$ cat src/rtl/bsmodred.sv
// Bit-serial mod-MOD reducer: LEN-bit MSB-first word in, OLEN-bit residue out with osync.
// Latency is LEN cycles from isync to osync. There is no backpressure: a new word may start on any cycle.
module bsmodred #(
    parameter int LEN  = 48,
    parameter int OLEN = 24,
    parameter int MOD  = 29
) (
    input  logic clk,
    input  logic reset,
    input  logic i,
    input  logic isync,
    output logic q,
    output logic osync
);
    localparam int AW = $clog2(MOD) + 1;
    localparam int CW = $clog2(LEN + 1);
    localparam logic [AW:0] MODW = (AW+1)'(MOD);

    typedef enum logic {IDLE, ACC} state_t;

    state_t          state;
    logic [AW-1:0]   r;
    logic [CW-1:0]   cnt;
    logic [OLEN-1:0] sh;
    logic [CW-1:0]   ocnt;

    logic [AW:0]     t;
    logic [AW-1:0]   r_step;
    logic [OLEN-1:0] res;
    logic            last;

    // Horner step: r < MOD keeps 2r+i below 2*MOD, so one subtract suffices.
    always_comb begin
        t      = {r, i};
        r_step = (t >= MODW) ? AW'(t - MODW) : AW'(t);
        res    = OLEN'(r_step);
        last   = (cnt == CW'(LEN - 1));
    end

    always_ff @(posedge clk) begin
        if (!reset) begin
            state <= IDLE;
            r     <= '0;
            cnt   <= '0;
            sh    <= '0;
            ocnt  <= '0;
            q     <= 1'b0;
            osync <= 1'b0;
        end else begin
            osync <= 1'b0;
            if (ocnt != '0) begin
                q    <= sh[OLEN-1];
                sh   <= sh << 1;
                ocnt <= ocnt - CW'(1);
            end else begin
                q <= 1'b0;
            end

            case (state)
                IDLE: begin
                    if (isync) begin
                        r     <= {{(AW-1){1'b0}}, i};
                        cnt   <= CW'(1);
                        state <= ACC;
                    end
                end
                ACC: begin
                    if (isync) begin
                        r   <= {{(AW-1){1'b0}}, i};
                        cnt <= CW'(1);
                    end else if (last) begin
                        // Residue MSB goes straight to q; the shifter holds the rest.
                        q     <= res[OLEN-1];
                        osync <= 1'b1;
                        sh    <= res << 1;
                        ocnt  <= CW'(OLEN - 1);
                        r     <= '0;
                        cnt   <= '0;
                        state <= IDLE;
                    end else begin
                        r   <= r_step;
                        cnt <= cnt + CW'(1);
                    end
                end
                default: state <= IDLE;
            endcase
        end
    end
endmodule

$ cat config.mk
export PLATFORM = sky130hd
export DESIGN_NAME = bsmodred
export DESIGN_NICKNAME = d
export VERILOG_FILES = /design/src/rtl/bsmodred.sv
export SDC_FILE = /design/constraint.sdc
export NUM_CORES = 1
export LEC_CHECK = 0
export CORE_MARGIN = 1.5
export CORE_UTILIZATION = 45
export DETAILED_ROUTE_END_ITERATION = 8
export DONT_BUFFER_PORTS = 1
export PLACE_DENSITY = 0.64
export SETUP_SLACK_MARGIN = 0.4
export SYNTH_ARGS = -nofsm -noshare
export SYNTH_HDL_FRONTEND = slang
export SYNTH_SLANG_ARGS = --single-unit
$ cat constraint.sdc
create_clock -name clk -period 2.61 [get_ports clk]
set_clock_uncertainty 0.15 [all_clocks]
set_input_delay 0.522 -clock clk [delete_from_list [all_inputs] [get_ports clk]]
set_output_delay 0.522 -clock clk [all_outputs]
set_load 0.01 [all_outputs]
==> flow_summary.yaml <==
sta:
  setup_viol: 0
  fmax_mhz: 488
  rsz0062_at_grt: "false"
  period_needed_ns: 2.05
  fin_crit_sh_pct: 78.5
  hold_violations: 0
  slew_headroom_pct: 71.0
  fin_setup_tns_ns: 0
  slew_viol_final: 0
  worstMarginPinSlew_ns: 0.433
  timing.final.ws_setup_ns: 0.560
cts:
  cts_hold_buf: 0
  htreeDepth: 2
  clk_pin_slew_worst_paths_ns: 0.09
  clkSinkCount: 45
  cts_resized: 0
  root_buffer: "clkbuf_8"
  cts_setup_buffers: 0
  cts_tree: "built"
  cts_buffers: 5
  cts_max_path_buffers: 2
  clock_latency_ns: 0.30
critical_path:
  cp-start-kind: "flop"
  slowest_stage: "or3b_4"
  crit_type: "reg2reg"
  crit_arrival_ns: 2.12
  critPathMaxStageDelay_ns: 0.43
  crit_path_end_kind: "flop"
  crit_family: "simple AND/OR/NAND/NOR gates"
  cp_max_fo: 15
  required_ns: 2.68
  cp.buffers_inverters: 2
  crit_path_cell_trace: "inv_1 > ha_1 > or3b_4 > nor2_4 > buf_4 > nand2_1 > a21oi_1"
synthesis:
  ys_async_sr_fraction_pct: 0
  yosys.area.top_type: "dfxtp_1"
  synth_nets: 252
  synth.distinct_cells: 48
  seq_area_frac_synth_pct: 44.6
  synth_flop_cell: "dfxtp_1"
  syn_area_sq_mm: 0.00202
  synth_area_leaders: "dfxtp_1 45%, nand2_1 9.3%, a21oi_1 6.7%, nor2_1 3.3%, ha_1 2.5%"
  ys_warn_count: 0
  syn-instance-count: 244
  netlist.area_leader.share_pct: 44.6
  ys_seq_elements: 45
  synth-edff-count: 0
  syn_avg_cell_area_sq_um: 8.28
place:
  port_buffers: 0
  placed_area_sq_mm: 0.00206
  dpl_worst_slack_ns: 0.604
  gp_congestion: 0.762
  dp.cells: 290
  dp_hpwl_mm: 2.55
grt:
  met1_usage_pct: 20.8
  grt_pass1_vias: 1552
  use_met3_pct: 4.76
  grt_pass1_wl_mm: 6.72
  track_usage_pct: 17.1
  antenna_found_initial: 0
  grt_max_degree: 23
  grtUsageMet2_pct: 28.9
  overflow: 0
  grt_most_used_layer: "met2"
die:
  fp.coreArea_sq_mm: 0.00432
  num_rows: 24
  ios: 6
  die_x_um: 70.0
  die_h_um: 70.0
  initial_core_util_pct: 46.7
  die-area_sq_mm: 0.00490
routing:
  drt_pass1_iterations: 4
  num_vias: 1649
  drt_iter0_markers: 110
  wl_per_cell_um: 12.6
  wl_mm: 3.74
  vias_per_cell: 5.53
  route.detailed.drc: 0
  ant_nets: 0
layout:
  finalInstanceArea_sq_mm: 0.00218
  nets: 253
  final_cell_mix: "50 x nand2_1, 45 x dfxtp_1, 27 x a21oi_1, 18 x nor2_1, 9 x nand3_1"
  final_common_cell: "nand2_1"
  syn_to_final_growth_pct: 7.93
  drive_gt1_share_pct: 8.13
  final_cells: 298
  n_antenna_cell: 0
min_path:
  hold_class: "in2reg"
pwr:
  p_leak_nw: 0.790
  power_mw: 1.85
  pwr_density_cell_mw_per_mm2: 848
  peakVddDrop_v: 0.000390
flow_run:
  maxCapViolCount: 0
run_status:
  status: "completed"
==> report_power, final <==
group | total [mW] | internal (mW) | leakage, nW | switching (mW)
Combinational | 0.541 | 0.208 | 0.367 | 0.333
Sequential | 0.764 | 0.726 | 0.365 | 0.0375
Clock | 0.543 | 0.312 | 0.0585 | 0.231
==> worst paths after layout <==
| kind | start | end | slack [ns] | cells past startpoint |
|---|---|---|---|---|
| setup / recovery | ocnt[0] | sh[10] | 0.56 | 7 |
| hold reg to reg | sh[0] | sh[0] | 0.28 | 2 |
| hold / removal | isync | state | 0.19 | 2 |
| setup reg to reg | ocnt[0] | sh[10] | 0.56 | 7 |
==> registers in the layout, indices dropped and copies added (netlist names) <==
name	count
cnt	6
ocnt	6
osync	1
q	1
r	6
sh	24
state	1
==> through the flow <==
step / hold WS [ns] / utilization, %
global route: 0.192 / 50.4
detailed placement: 0.273 / 47.7
global placement: 0.273 / 47.7
CTS: 0.182 / 50.4
finish: 0.190 / 50.4
floorplan: 0.256 / -
==> per-layer routing <==
layer,share of wire [%],routed length (um)
met1,50,1890
met2,45,1680
met3,3.3,125
met4,1.2,44
met5,0,0
==> Yosys cell counts (all sizes together), types with 2 or more instances <==
cell type and number:
clkbuf 2, buf 11, or3b 3, o21ai 9, nor3b 3, inv 8, a21oi 27, nand3 9
nor2 19, o211a 2, a22o 3, a311oi 5, and3 2, nand4 2, a2bb2oi 2, nor3 7
ha 4, xnor2 3, nand2 50, xor2 3, mux2i 2, dfxtp 45, nand3b 3, a211oi 4
==> area by class of cell <==
| class | count | area (sq um) |
|---|---|---|
| Fill cell | 441 | 2140 |
| Multi-Input combinational cell | 178 | 1010 |
| Sequential cell | 45 | 901 |
| Clock buffer | 7 | 86.3 |
| Tap cell | 52 | 65.1 |
| Timing Repair Buffer | 7 | 52.6 |
| Clock inverter | 1 | 30.0 |
| Inverter | 8 | 30.0 |
==> logic make-up after synthesis <==
group | share of synthesized area (%)
AO/OA/AOI/OAI | 19.4
XOR/XNOR | 2.60
adder cells (fa/ha/maj) | 2.48
buffers and inverters | 5.14
flip-flops | 44.6
multiplexers | 0.991
AND/OR/NAND/NOR | 24.8
(Power assumes the default switching activity.)
